==> src/rtl/instr_fetch_if.sv <==
// Fetch-unit bus: instruction-memory req/ack side plus the decode valid/ready side.
interface instr_fetch_if #(
  parameter int unsigned ADDR_W = 64
);
  logic              imem_req;
  logic [ADDR_W-1:0] imem_addr;
  logic              imem_ack;
  logic [31:0]       imem_rdata;
  logic [31:0]       instr;
  logic              instr_valid;
  logic              instr_ready;
  logic [1:0]        brTaken;
  logic              uncondBr;
  logic [ADDR_W-1:0] br_reg;
  logic [ADDR_W-1:0] pc;
  logic [ADDR_W-1:0] pc_plus4;
  logic              fault;

  modport master (
    output imem_req, imem_addr, instr, instr_valid, pc, pc_plus4, fault,
    input  imem_ack, imem_rdata, instr_ready, brTaken, uncondBr, br_reg
  );

  modport slave (
    input  imem_req, imem_addr, instr, instr_valid, pc, pc_plus4, fault,
    output imem_ack, imem_rdata, instr_ready, brTaken, uncondBr, br_reg
  );
endinterface

==> src/rtl/instr_fetch.sv <==
// Sequential instruction-fetch unit: PC, memory req/ack, decode valid/ready, next-PC select.
// IFETCH_ALIGN_CHECK_EN enables the sticky misaligned-target FAULT state.
module instr_fetch #(
  parameter int unsigned       ADDR_W   = 64,
  parameter logic [ADDR_W-1:0] RESET_PC = '0
) (
  input  logic          clk,
  input  logic          reset,
  instr_fetch_if.master bus
);

  typedef enum logic [1:0] {IDLE, FETCH, HOLD, FAULT} state_t;

  state_t            state, state_next;
  logic [ADDR_W-1:0] pc_q;
  logic [ADDR_W-1:0] next_pc;
  logic [ADDR_W-1:0] pc_load;
  logic [ADDR_W-1:0] off26;
  logic [ADDR_W-1:0] off19;
  logic [31:0]       instr_q;
  logic              valid_q;
  logic              accept;
  logic              misaligned;

  assign accept = (state == HOLD) && valid_q && bus.instr_ready;

  // Branch offsets are word counts: sign-extend, then scale by 4.
  assign off26 = {{(ADDR_W-28){instr_q[25]}}, instr_q[25:0], 2'b00};
  assign off19 = {{(ADDR_W-21){instr_q[23]}}, instr_q[23:5], 2'b00};

  always_comb begin
    next_pc = pc_q + ADDR_W'(4);
    case (bus.brTaken)
      2'b01:   next_pc = pc_q + (bus.uncondBr ? off26 : off19);
      2'b10:   next_pc = bus.br_reg;
      default: next_pc = pc_q + ADDR_W'(4);
    endcase
  end

`ifdef IFETCH_ALIGN_CHECK_EN
  assign misaligned = (next_pc[1:0] != 2'b00);
  assign pc_load    = next_pc;
`else
  assign misaligned = 1'b0;
  assign pc_load    = next_pc & ~ADDR_W'(3);
`endif

  always_ff @(posedge clk) begin
    if (reset) state <= IDLE;
    else       state <= state_next;
  end

  always_comb begin
    state_next = state;
    case (state)
      IDLE:    state_next = FETCH;
      FETCH:   if (bus.imem_ack) state_next = HOLD;
      HOLD:    if (accept) state_next = misaligned ? FAULT : FETCH;
      FAULT:   state_next = FAULT;
      default: state_next = IDLE;
    endcase
  end

  always_comb begin
    bus.imem_req = (state == FETCH);
`ifdef IFETCH_ALIGN_CHECK_EN
    bus.fault    = (state == FAULT);
`else
    bus.fault    = 1'b0;
`endif
  end

  always_ff @(posedge clk) begin
    if (reset) begin
      pc_q    <= RESET_PC;
      instr_q <= '0;
      valid_q <= 1'b0;
    end else if ((state == FETCH) && bus.imem_ack) begin
      instr_q <= bus.imem_rdata;
      valid_q <= 1'b1;
    end else if (accept) begin
      pc_q    <= pc_load;
      valid_q <= 1'b0;
    end
  end

  assign bus.imem_addr   = pc_q;
  assign bus.pc          = pc_q;
  assign bus.pc_plus4    = pc_q + ADDR_W'(4);
  assign bus.instr       = instr_q;
  assign bus.instr_valid = valid_q;

endmodule

==> src/flat_wrapper.sv <==
// flat-port wrapper written by rule: the top's interface ports become plain ports
module instr_fetch_flat 
#(
  parameter int unsigned       ADDR_W   = 64,
  parameter logic [ADDR_W-1:0] RESET_PC = '0
)
  (clk, reset, bus_imem_req, bus_imem_addr, bus_instr, bus_instr_valid, bus_pc, bus_pc_plus4, bus_fault, bus_imem_ack, bus_imem_rdata, bus_instr_ready, bus_brTaken, bus_uncondBr, bus_br_reg);
  instr_fetch_if #(.ADDR_W(ADDR_W)) bus_i ();
  input  logic clk;
  input  logic reset;
  output wire logic [$bits(bus_i.imem_req)-1:0] bus_imem_req;
  output wire logic [$bits(bus_i.imem_addr)-1:0] bus_imem_addr;
  output wire logic [$bits(bus_i.instr)-1:0] bus_instr;
  output wire logic [$bits(bus_i.instr_valid)-1:0] bus_instr_valid;
  output wire logic [$bits(bus_i.pc)-1:0] bus_pc;
  output wire logic [$bits(bus_i.pc_plus4)-1:0] bus_pc_plus4;
  output wire logic [$bits(bus_i.fault)-1:0] bus_fault;
  input wire logic [$bits(bus_i.imem_ack)-1:0] bus_imem_ack;
  input wire logic [$bits(bus_i.imem_rdata)-1:0] bus_imem_rdata;
  input wire logic [$bits(bus_i.instr_ready)-1:0] bus_instr_ready;
  input wire logic [$bits(bus_i.brTaken)-1:0] bus_brTaken;
  input wire logic [$bits(bus_i.uncondBr)-1:0] bus_uncondBr;
  input wire logic [$bits(bus_i.br_reg)-1:0] bus_br_reg;
  assign bus_imem_req = bus_i.imem_req;
  assign bus_imem_addr = bus_i.imem_addr;
  assign bus_instr = bus_i.instr;
  assign bus_instr_valid = bus_i.instr_valid;
  assign bus_pc = bus_i.pc;
  assign bus_pc_plus4 = bus_i.pc_plus4;
  assign bus_fault = bus_i.fault;
  assign bus_i.imem_ack = bus_imem_ack;
  assign bus_i.imem_rdata = bus_imem_rdata;
  assign bus_i.instr_ready = bus_instr_ready;
  assign bus_i.brTaken = bus_brTaken;
  assign bus_i.uncondBr = bus_uncondBr;
  assign bus_i.br_reg = bus_br_reg;
  instr_fetch #(.ADDR_W(ADDR_W), .RESET_PC(RESET_PC)) u_core (.clk(clk), .reset(reset), .bus(bus_i));
endmodule
==> config.mk <==
export PLATFORM = sky130hd
export DESIGN_NAME = instr_fetch_flat
export DESIGN_NICKNAME = d
export VERILOG_FILES = /design/src/rtl/instr_fetch_if.sv /design/src/rtl/instr_fetch.sv /design/src/flat_wrapper.sv
export SDC_FILE = /design/constraint.sdc
export NUM_CORES = 1
export LEC_CHECK = 0
export BUFFER_PORTS_ARGS = -buffer_cell sky130_fd_sc_hd__buf_2
export CAP_MARGIN = 20
export CORE_AREA = 3 3 212 110
export DETAILED_ROUTE_END_ITERATION = 16
export DIE_AREA = 0 0 215 113
export GPL_TIMING_DRIVEN = 0
export HOLD_SLACK_MARGIN = 0.12
export PLACE_DENSITY = 0.77
export SLEW_MARGIN = 10
export SYNTH_ARGS = -nofsm -noshare
export SYNTH_HDL_FRONTEND = slang
export SYNTH_SLANG_ARGS = --single-unit
==> constraint.sdc <==
create_clock -name clk -period 8.7 [get_ports clk]
set_input_delay 0.435 -clock clk [delete_from_list [all_inputs] [get_ports clk]]
set_output_delay 0.435 -clock clk [all_outputs]
set_load 0.03 [all_outputs]
==> results of run 1 <==
-- flip-flops by register name, summed over array words and instances, names as in the netlist --
signal	cells
u_core.bus.instr	32
u_core.state	2
u_core.bus.imem_addr	62
u_core.bus.instr_valid	1
-- cells by family after synthesis --
kind of cell	after synthesis
compound gates	472
fa+ha+maj	65
buf+inv	188
simple gates	530
flops	97
mux	21
other cells	1
xor+xnor	108
-- power by group through the flow --
stage / Combinational, W / Clock (W) / Sequential [W]
final: 0.000291 / 0.000451 / 0.000467
after global routing: 0.000307 / 0.000461 / 0.000469
after CTS: 0.000279 / 0.000446 / 0.000467
after detailed placement: 0.000278 / 0 / 0.000477
after global placement: 0.000276 / 0 / 0.000477
after floorplan: 0.000153 / 0 / 0.000492
-- worst max path at each step --
stage	from	endpoint	slack [ns]	cells after the start
4_1_cts	bus_uncondBr	u_core.bus.imem_addr[51]	2.80	16
6_report	bus_uncondBr	u_core.bus.imem_addr[51]	2.31	16
5_1_grt	bus_uncondBr	u_core.bus.imem_addr[51]	2.27	16
2_1_floorplan	bus_uncondBr	u_core.bus.imem_addr[51]	4.50	16
3_5_place_dp	bus_uncondBr	u_core.bus.imem_addr[51]	2.41	16
3_3_place_gp	bus_uncondBr	u_core.bus.imem_addr[51]	1.97	16
-- critical path, cell delays in order --
cell and delay, ns:
clkbuf_1 0.37, nand2b_1 0.28, a21boi_0 0.91, inv_2 0.63, ha_1 0.48, clkbuf_1 0.30, nand2_1 0.20, nor2_1 0.39
nand3_1 0.13, o32ai_1 0.98, nor3_2 0.20, o41ai_4 0.45, o21ai_2 0.19, nor3b_1 0.18, o41a_1 0.33, a21o_1 0.15
-- layout make-up --
cell class	instances	share of cell area (%)
well taps	300	2.877
clock inverters	6	0.5563
flip-flops and latches	97	14.89
plain buffers	162	6.848
multi-input cells	1203	59.98
inverters	26	0.7481
repair buffers	320	12.28
clock buffers	10	1.832
-- stage by stage --
| step | instances | power, W | utilization [%] | area, sq um | hold WS [ns] |
|---|---|---|---|---|---|
| floorplan | 1488 | 0.0006455 | - | 10760 | 0.4836 |
| global placement | 2107 | 0.0007534 | 59.10 | 12730 | 0.4395 |
| detailed placement | 2108 | 0.0007546 | 59.12 | 12730 | 0.4451 |
| CTS | 2124 | 0.001192 | 60.57 | 13050 | 0.2866 |
| global route | 2124 | 0.001236 | 60.57 | 13050 | 0.2931 |
| finish | 2124 | 0.001209 | 60.57 | 13050 | 0.2936 |
-- routing by layer --
metal	GRT usage (%)	part of all wire [%]	vias up
li1	-	-	6015
met1	51.30	41	5987
met2	56.00	41	905
met3	13.23	13	183
met4	15.22	4.1	0
met5	0	0	-
-- cell usage in the layout, fill, tap and decap left out, types with 18 or more instances in the layout --
cell,instances
buf_2,329
nand2_1,222
a21oi_1,134
nor2_1,104
dfxtp_1,97
o21ai_0,87
buf_4,72
clkbuf_1,67
xnor2_1,66
ha_1,64
a21o_1,44
xor2_1,41
nand3_1,40
nand4_1,30
inv_1,25
a221oi_1,24
nor3_1,21
a22oi_1,20
mux2_2,18
a221o_1,18
==> Flow_metrics.wiki, run 1 <==
{| class="wikitable"
! Metric !! Value
|-
| IO Count || 330
|-
| Worst hold path stage count || 3
|-
| Static leakage || 6.436 nW
|-
| Required time of the critical path || 8.97 ns
|-
| DIE HEIGHT || 113 microns
|-
| Area used by sequential logic in the layout || 0.001942 sq mm
|-
| Max-slew violation total from the final report || 0
|-
| EDFF count, synth || 0
|-
| Drt first pass iters || 7
|-
| Average size of a mapped cell || 7.243 sq um
|-
| Relative contribution of the clock network to total power || 37.3%
|-
| Post-Synth XOR/XNOR Area || 8.882%
|-
| Number of register bits inferred by synthesis || 97
|-
| Startpoint kind of the worst setup timing path || input port
|-
| Number of antenna violations at the first check in global routing || 0
|-
| Type of the worst setup path || in2reg
|-
| Launch point of the worst hold path || bus_imem_rdata[25]
|-
| Instance count of the mapped netlist || 1,482
|-
| Global placer's final weighted congestion || 1.064
|-
| Final worst path period need || 6.389 ns
|-
| Critical R2R Launch || u_core.bus.instr[23]
|-
| Endpoint kind of the worst setup timing path || flip-flop
|-
| Worst Path Arrival || 6.66 ns
|-
| Worst setup slack after placement || 2.413 ns
|-
| Ratio of total power to cell area || 92.68 mW/mm^2
|-
| Total GRT Usage || 38.12%
|-
| Terminus of the critical flop-to-flop path || u_core.bus.imem_addr[51]
|-
| Most frequent cell after synthesis || nand2_1
|-
| Number of distinct library cell variants in the gate-level netlist after synthesis || 95
|-
| Synth cell count leaders || 222 x nand2_1, 134 x a21oi_1, 104 x nor2_1
|-
| Internal power contribution || 0.0007790 W
|-
| Number of buffers inserted by hold repair at cts || 0
|-
| Synthesis-to-layout area growth || 21.53%
|-
| Fraction of layout instances using a drive strength above 1 || 26.75%
|-
| Yosys warning total || 0
|-
| Worst-case clock skew || 0.01351 ns
|-
| Outcome || finished, final reports clean
|-
| Skew-Pair Late Insertion Delay || 0.38 ns
|-
| Synth Area in Compound Gates || 29.70%
|-
| Count of maximum capacitance violations || 0
|-
| Antenna violation net count after detailed routing || 0
|-
| Cell at the root of the clock tree || clkbuf_16
|-
| Routed via count divided by cell count || 6.163
|-
| Antenna Diode Count || 0
|-
| Fraction of registers with async set or reset after synthesis || 0%
|-
| Total wirelength of the detailed-routed design || 48.54 mm
|-
| Final number of setup-violating endpoints || 0
|-
| Half-perimeter wire length after placement || 37.65 mm
|-
| Fmax || 156.5 MHz
|-
| Post-Syn Area || 0.01073 sq mm
|-
| # nets final || 1,987
|-
| Width of the die || 215 microns
|-
| R2r setup slk || 2.49 ns
|-
| Overflow after GRT || 0
|-
| Core area || 0.02154 sq mm
|-
| Area used by multi-input combinational logic || 0.007824 sq mm
|-
| Power spent charging and discharging nets || 0.0004300 W
|-
| Inserted Clock Buffers || 9
|-
| Post-synth top area share || 18.09%
|-
| CTS-repair resized insts || 0
|-
| Worst slew margin || 24.15%
|-
| Critical path peak fanout || 36
|-
| Maximum buffer depth of the clock tree || 2
|-
| Number of buffers added for setup after CTS || 0
|-
| Share of synthesized cell area in and, or, nand and nor gates || 24.25%
|-
| Filler cells || 2,080
|-
| Final period utilization || 73.44%
|-
| Cell accounting for the most synthesized area || dfxtp_1
|-
| Die area || 0.02430 sq mm
|-
| Post-detailed-route DRC marker count || 0
|-
| Via count of the routed design || 13,090
|-
| Wire length of the first global-routing pass || 71.54 mm
|-
| Total count of hold-check failures in the final report || 0
|-
| Multiplexer share of the synthesized area || 2.168%
|-
| Total number of clock tree sinks || 97
|-
| Worst IR drop on VDD || 0.09399 mV
|-
| Setup slack after layout || 2.311 ns
|-
| Initial Util || 49.84%
|-
| WHS Endpoint || u_core.bus.instr[25]
|-
| Per-cell routed wire length || 22.85 microns
|-
| Vias in the first global route || 11,980
|-
| Input/output buffers || 319
|-
| RSZ-0062 raised after global routing || false
|-
| Share of power burned in registers || 38.6%
|-
| Transition at the pin with the smallest max-transition slack || 1.138 ns
|-
| Pin count of the biggest net entering global routing || 37
|-
| TritonCTS clock tree || built
|-
| Part of the total power dissipated in combinational logic || 24.0%
|-
| 1st-iter DRT viols || 1,676
|-
| Clk slew on worst S/H paths || 0.08 ns
|-
| Top cells by area in the synthesized netlist || dfxtp_1 18%, nand2_1 7.8%, ha_1 7.5%, a21oi_1 6.2%, xnor2_1 5.4%
|-
| Predominant post-synthesis flop cell || dfxtp_1
|-
| H-tree depth || 3
|-
| Worst reg-to-reg path cell count || 15
|-
| Total number of placement rows || 38
|-
| Sw Share || 35.57%
|-
| Fin Setup TNS || 0 ns
|-
| Type of the worst min-delay path || in2reg
|-
| Area share of fa/ha/maj cells after synthesis || 7.647%
|-
| Main combinational cell family by area after synthesis || compound AO/OA/AOI/OAI gates
|-
| Share of the yosys chip area belonging to registers || 18.09%
|}
Power figures use the tool's default switching activity.
==> run 2, diff against run 1 <==
- ABC_AREA: default -> 1
- CORE_AREA: 3 3 212 110 -> 3 3 228 118
- DIE_AREA: 0 0 215 113 -> 0 0 231 121
- PLACE_DENSITY: 0.77 -> 0.76
- clock period: 8.7 -> 6.4 ns (I/O delays scaled with it)
==> Flow_metrics.wiki, run 2 <==
{| class="wikitable"
! Metric !! Value
|-
| Outcome || finished, final reports clean
|-
| Per-cell routed wire length || 19.32 microns (-15%)
|-
| Total GRT Usage || 39.99% (+1.9 points)
|-
| Cell at the root of the clock tree || clkbuf_16
|-
| CTS-repair resized insts || 0 (unchanged)
|-
| Total count of hold-check failures in the final report || 0 (unchanged)
|-
| Predominant post-synthesis flop cell || dfxtp_1
|-
| Fraction of layout instances using a drive strength above 1 || 17.71% (-9.0 points)
|-
| IO Count || 330 (unchanged)
|-
| Core area || 0.02503 sq mm (+16%)
|-
| Fmax || 281.0 MHz
|-
| Type of the worst setup path || reg2reg
|-
| Most frequent cells in the layout || 779 x nand2_1, 392 x inv_1, 322 x buf_2
|-
| Input/output buffers || 319 (unchanged)
|-
| Wire length of the first global-routing pass || 83.90 mm (+17%)
|-
| Overflow after GRT || 0 (unchanged)
|-
| Maximum buffer depth of the clock tree || 2 (unchanged)
|-
| Global placer's final weighted congestion || 1.034 (-2.8%)
|-
| Top cells by area in the synthesized netlist || nand2_1 23%, dfxtp_1 15%, inv_1 12%, a21oi_1 6.8%, ha_1 6.4%
|-
| Vias in the first global route || 14,320 (+20%)
|-
| Post-Syn Area || 0.01253 sq mm (+17%)
|-
| Number of flip-flops under the largest register name || 62 (unchanged)
|-
| # nets final || 2,823 (+42%)
|-
| Share of the yosys chip area belonging to registers || 15.50% (-2.6 points)
|-
| Worst setup slack after placement || 2.713 ns (+0.2998 ns)
|-
| Initial Util || 50.05% (+0.21 points)
|-
| EDFF count, synth || 0 (unchanged)
|-
| Post-synth top area share || 23.34% (+5.2 points)
|-
| Instance count of the mapped netlist || 2,318 (+56%)
|-
| Half-perimeter wire length after placement || 49.23 mm (+31%)
|-
| Drt first pass iters || 6 (-1)
|-
| Final worst path period need || 3.558 ns
|-
| Number of antenna violations at the first check in global routing || 0 (unchanged)
|-
| Transition at the pin with the smallest max-transition slack || 0.9383 ns (-0.1995 ns)
|-
| CP max stage cell || dfxtp_1
|-
| Startpoint kind of the worst setup timing path || flip-flop
|-
| Worst slew margin || 36.96% (+13 points)
|-
| Most frequent cell after synthesis || nand2_1
|-
| Max-slew violation total from the final report || 0 (unchanged)
|-
| Antenna violation net count after detailed routing || 0 (unchanged)
|-
| Number of register bits inferred by synthesis || 97 (unchanged)
|-
| Total power after layout || 0.001631 W (+35%)
|-
| Total number of placement rows || 41 (+7.9%)
|-
| Type of the worst min-delay path || in2reg
|-
| Endpoint kind of the worst setup timing path || flip-flop
|-
| Final number of setup-violating endpoints || 0 (unchanged)
|-
| Required time of the critical path || 6.68 ns (-2.29 ns)
|-
| Average size of a mapped cell || 5.405 sq um (-25%)
|-
| RSZ-0062 raised after global routing || false
|-
| Inserted Clock Buffers || 9 (unchanged)
|-
| H-tree depth || 3 (unchanged)
|-
| Clk slew on worst S/H paths || 0.09 ns (about the same)
|-
| Post-detailed-route DRC marker count || 0 (unchanged)
|-
| Number of distinct library cell variants in the gate-level netlist after synthesis || 50 (-47%)
|-
| Cell type with the highest occurrence count on the critical path || nand2_1
|-
| Cell Area, Placed || 0.01461 sq mm (+15%)
|-
| Worst IR drop on VDD || 0.1385 mV (+47%)
|-
| Via count of the routed design || 16,240 (+24%)
|-
| Commonest non-fill, non-tap cell in the layout || nand2_1
|-
| Setup slack after layout || 2.842 ns (+0.5308 ns)
|-
| Critical path peak fanout || 7 (-81%)
|-
| DIE HEIGHT || 121 microns (+7.1%)
|-
| Total number of clock tree sinks || 97 (unchanged)
|-
| TritonCTS clock tree || built
|-
| Routed via count divided by cell count || 5.405 (-12%)
|-
| Cell area after layout || 0.01492 sq mm (+14%)
|-
| Width of the die || 231 microns (+7.4%)
|-
| Fin Setup TNS || 0 ns (unchanged)
|-
| Area used by multi-input combinational logic || 0.008392 sq mm (+7.3%)
|-
| Ratio of total power to cell area || 109.3 mW/mm^2 (+18%)
|-
| Count of maximum capacitance violations || 0 (unchanged)
|-
| Die area || 0.02795 sq mm (+15%)
|-
| Static leakage || 8.553 nW (+33%)
|-
| Number of buffers inserted by hold repair at cts || 0 (unchanged)
|-
| Area used by sequential logic in the layout || 0.001942 sq mm (unchanged)
|-
| Filler cells || 2,632 (+27%)
|-
| CP Cell Sequence || nand2_1, o21ai_0, ha_1, nand2_1, inv_1, nand2_1, nand2_1, a21oi_1, nand3_1, nand3_1, nand3_1, nand3_1, nand2_1, nand2_1, nand2_1
|-
| Pin count of the biggest net entering global routing || 31 (-16%)
|-
| Worst Path Arrival || 3.84 ns (-2.82 ns)
|-
| Final core utilization || 59.59% (-0.98 points)
|-
| Synth cell count leaders || 779 x nand2_1, 392 x inv_1, 186 x nor2_1
|-
| Worst-case clock skew || 0.01593 ns (+0.002427 ns)
|-
| Synthesis-to-layout area growth || 19.06%
|-
| Cell accounting for the most synthesized area || nand2_1
|-
| 1st-iter DRT viols || 2,096 (+25%)
|-
| Yosys warning total || 0 (unchanged)
|-
| Skew-Pair Late Insertion Delay || 0.39 ns (about the same)
|-
| Total wirelength of the detailed-routed design || 58.06 mm (+20%)
|-
| Fraction of registers with async set or reset after synthesis || 0% (unchanged)
|-
| Number of buffers added for setup after CTS || 0 (unchanged)
|-
| Delay of the slowest cell on the worst path || 0.53 ns (-0.45 ns)
|-
| Final period utilization || 55.60%
|}
run 2: power by group:
part,total [W],switching (W),internal (W)
sequential,0.000635,0.0000151,0.000620
clock,0.000590,0.000310,0.000279
combinational,0.000406,0.000281,0.000125
run 2: path summary, 6_finish.rpt:
kind / slack (ns) / end / startpoint / depth (start not counted)
worst max-delay path: 2.84 / u_core.bus.imem_addr[44] / u_core.bus.instr[23] / 15
worst min-delay path: 0.16 / u_core.bus.instr[2] / bus_imem_rdata[2] / 3
worst max register to register: 2.84 / u_core.bus.imem_addr[44] / u_core.bus.instr[23] / 15
worst min register to register: 0.47 / u_core.bus.instr[26] / u_core.bus.instr[26] / 2
run 2: worst max-delay path: cells and delay by family, from the launching register on:
| family | cells | cell delay (ns) |
|---|---|---|
| flip-flops | 1 | 0.53 |
| AO/OA/AOI/OAI | 2 | 0.72 |
| AND/OR/NAND/NOR | 11 | 1.76 |
| adder cells (fa/ha/maj) | 1 | 0.38 |
| buffers and inverters | 1 | 0.06 |
run 2: logic make-up (layout without fill, tap and decap cells):
family,after synthesis,after routing,share of synthesized area (%)
other,1,8,0.02993
DFF,97,97,15.50
buffers and inverters,524,860,17.80
and+or+nand+nor,1217,1217,40.91
AOI/OAI and AO/OA,371,371,16.09
xor gates and xnor gates,43,43,3.126
adders and majority gates,65,65,6.551
run 2: cell type report:
class | instances | share of cell area (%)
diodes | 1 | 0.01677
plain buffers | 120 | 4.781
clock buffers | 9 | 1.510
clock inverters | 7 | 0.5368
inverters | 404 | 10.17
multi-input cells | 1703 | 56.25
flip-flops and latches | 97 | 13.02
well taps | 344 | 2.885
repair buffers | 320 | 10.84
run 2: per-stage QoR:
step,hold slack (ns),cells
after floorplan,0.4537,2324
after global placement,0.4483,2987
after detailed placement,0.4537,2988
after CTS,0.1511,3004
after global routing,0.1781,3004
final,0.1644,3005
run 2: metal layers:
layer | part of all wire, % | global-route usage [%]
met3 | 12 | 11.63
met4 | 2.5 | 10.13
met1 | 44 | 55.77
met2 | 41 | 60.49
met5 | 0 | 0
==> run 3, diff against run 2 <==
- ABC_AREA: 1 -> 0
- CORE_AREA: 3 3 228 118 -> 3 3 212 110
- DIE_AREA: 0 0 231 121 -> 0 0 215 113
- PLACE_DENSITY: 0.76 -> 0.77
- clock period: 6.4 -> 3.5 ns (I/O delays scaled with it)
==> Flow_metrics.wiki, run 3 (same netlist as run 1, synthesis figures left out) <==
{| class="wikitable"
! Metric !! Value
|-
| Worst IR drop on VDD || 0.3075 mV (+120%)
|-
| Inserted Clock Buffers || 9 (unchanged)
|-
| R2r setup slk || -0.07 ns (-2.91 ns)
|-
| Cell at the root of the clock tree || clkbuf_16
|-
| TritonCTS clock tree || built
|-
| Clk slew on worst S/H paths || 0.09 ns (about the same)
|-
| Critical Path Source || u_core.bus.instr[23]
|-
| Total power after layout || 0.003072 W (+88%)
|-
| Worst-case clock skew || 0.01782 ns (+0.001889 ns)
|-
| Type of the worst setup path || reg2reg
|-
| Post-detailed-route DRC marker count || 0 (unchanged)
|-
| Ratio of total power to cell area || 210.7 mW/mm^2 (+93%)
|-
| Total count of hold-check failures in the final report || 0 (unchanged)
|-
| Worst Path Arrival || 3.86 ns (+0.02 ns)
|-
| Transition at the pin with the smallest max-transition slack || 1.037 ns (+0.09865 ns)
|-
| Outcome || complete, but fails checks
|-
| Core area || 0.02154 sq mm (-14%)
|-
| Total number of placement rows || 38 (-7.3%)
|-
| Endpoint kind of the worst setup timing path || flip-flop
|-
| Pin count of the biggest net entering global routing || 20 (-35%)
|-
| Commonest non-fill, non-tap cell in the layout || buf_2
|-
| Fmax || 280.1 MHz (-0.35%)
|-
| Die area || 0.02430 sq mm (-13%)
|-
| Number of antenna violations at the first check in global routing || 0 (unchanged)
|-
| Half-perimeter wire length after placement || 37.01 mm (-25%)
|-
| Worst slew margin || 30.87% (-6.1 points)
|-
| Final worst path period need || 3.571 ns (+0.01238 ns)
|-
| 1st-iter DRT viols || 1,766 (-16%)
|-
| Fin Setup TNS || -0.2435 ns (-0.2435 ns)
|-
| Terminus of the critical flop-to-flop path || u_core.bus.imem_addr[51]
|-
| Critical path peak fanout || 7 (unchanged)
|-
| Count of maximum capacitance violations || 0 (unchanged)
|-
| IO Count || 330 (unchanged)
|-
| Antenna violation net count after detailed routing || 0 (unchanged)
|-
| Final number of setup-violating endpoints || 7 (+7)
|-
| Type of the worst min-delay path || in2reg
|-
| Drt first pass iters || 6 (unchanged)
|-
| Setup slack after layout || -0.07065 ns (-2.912 ns)
|-
| Worst reg-to-reg path cell count || 17 (+2)
|-
| H-tree depth || 3 (unchanged)
|-
| Width of the die || 215 microns (-6.9%)
|-
| Fraction of layout instances using a drive strength above 1 || 34.66% (+17 points)
|-
| Overflow after GRT || 0 (unchanged)
|-
| Final period utilization || 102.0% (+46 points)
|-
| Violated checks || setup timing
|-
| Per-cell routed wire length || 23.16 microns (+20%)
|-
| Total GRT Usage || 39.07% (-0.93 points)
|-
| RSZ-0062 raised after global routing || true
|-
| Routed via count divided by cell count || 6.294 (+16%)
|-
| Startpoint kind of the worst setup timing path || flip-flop
|-
| End of the critical path || u_core.bus.imem_addr[51]
|-
| Antenna Diode Count || 0 (-1)
|-
| Critical R2R Launch || u_core.bus.instr[23]
|-
| Max-slew violation total from the final report || 0 (unchanged)
|-
| Initial Util || 49.84% (-0.21 points)
|-
| Required time of the critical path || 3.79 ns (-2.89 ns)
|-
| Skew-Pair Late Insertion Delay || 0.39 ns (about the same)
|-
| Input/output buffers || 319 (unchanged)
|-
| Most frequent cells in the layout || 324 x buf_2, 218 x nand2_1, 124 x a21oi_1
|-
| Global placer's final weighted congestion || 1.071 (+3.5%)
|-
| Wire length of the first global-routing pass || 73.80 mm (-12%)
|-
| Maximum buffer depth of the clock tree || 2 (unchanged)
|-
| Total wirelength of the detailed-routed design || 50.71 mm (-13%)
|-
| Via count of the routed design || 13,780 (-15%)
|-
| Static leakage || 6.883 nW (-20%)
|-
| # nets final || 2,053 (-27%)
|-
| Total number of clock tree sinks || 97 (unchanged)
|-
| Synthesis-to-layout area growth || 35.81%
|-
| DIE HEIGHT || 113 microns (-6.6%)
|-
| Vias in the first global route || 12,530 (-12%)
|-
| Number of flip-flops under the largest register name || 62 (unchanged)
|}
[run 3: cell count changes in the layout (fill, tap and decap cells not counted), moves of 45 or more]
cell | before | now
o21ai_0 | 126 | 75
a21oi_1 | 169 | 124
nand2_1 | 779 | 218
inv_1 | 392 | 23
xnor2_1 | 6 | 62
nor2_1 | 186 | 97
nand3_1 | 124 | 38
[run 3: metrics by stage]
step | setup slack (ns) | cells | instance area [sq um] | hold WS, ns | utilization [%]
CTS | -0.1641 | 2181 | 13960 | 0.1245 | 64.83
detailed placement | -1.621 | 2107 | 12740 | 0.4215 | 59.16
finish | -0.07065 | 2190 | 14580 | 0.1378 | 67.68
global route | -0.1508 | 2190 | 14580 | 0.1604 | 67.68
floorplan | -0.01592 | 1488 | 10770 | 0.3110 | -
global placement | -1.607 | 2107 | 12740 | 0.4181 | 59.14
[run 3: worst min path at each step]
stage | startpoint | endpoint | slack [ns] | depth (start not counted)
after floorplan | bus_imem_rdata[28] | u_core.bus.instr[28] | 0.31 | 2
after global placement | bus_imem_rdata[28] | u_core.bus.instr[28] | 0.42 | 3
after detailed placement | bus_imem_rdata[19] | u_core.bus.instr[19] | 0.42 | 3
after CTS | bus_br_reg[38] | u_core.bus.imem_addr[38] | 0.12 | 3
after global routing | bus_br_reg[38] | u_core.bus.imem_addr[38] | 0.16 | 3
final | bus_br_reg[38] | u_core.bus.imem_addr[38] | 0.14 | 3
[run 3: report_power, final]
part / internal (W) / switching [W] / total [W] / leakage, nW
combinational: 0.000295 / 0.000539 / 0.000834 / 5.95
sequential: 0.00113 / 0.0000343 / 0.00116 / 0.795
clock: 0.000507 / 0.000567 / 0.00107 / 0.143
[run 3: what timing repair did]
action                                 in CTS  in global routing
endpoints found under the hold margin      35                  0
setup endpoints to repair                  42                 49
gates resized for setup                    74                142
cloned                                      2                  0
setup buffers                              24                 18
hold buffers                               35                  0
pin swaps                                  26                 48
[run 3: worst max-delay path: stages (launching register included)]
cell      delay, ns
dfxtp_4        0.36
nand2b_4       0.06
a21boi_4       0.19
buf_12         0.18
inv_6          0.08
ha_4           0.27
buf_6          0.13
nand2_4        0.08
nor3_4         0.21
buf_6          0.17
nand3_4        0.08
o32ai_4        0.44
nor3_4         0.09
o41ai_4        0.31
o21ai_2        0.15
nor3b_1        0.17
o41a_1         0.33
a21o_1         0.15
[run 3: routing by layer]
| metal | GRT usage (%) | share of wire [%] |
|---|---|---|
| met5 | 0 | 0 |
| met4 | 16.89 | 4.7 |
| met3 | 12.45 | 14 |
| met2 | 58.77 | 42 |
| met1 | 51.70 | 39 |
[run 3: area by class of cell]
| cell class | count | area [sq um] |
|---|---|---|
| Clock buffer | 9 | 225.2 |
| Inverter | 26 | 123.9 |
| Clock inverter | 7 | 67.56 |
| Fill cell | 1897 | 6960 |
| Tap cell | 300 | 375.4 |
| Sequential cell | 97 | 1969 |
| Multi-Input combinational cell | 1203 | 8620 |
| Timing Repair inverter | 2 | 17.52 |
| Buffer | 150 | 873.3 |
| Timing Repair Buffer | 396 | 2306 |
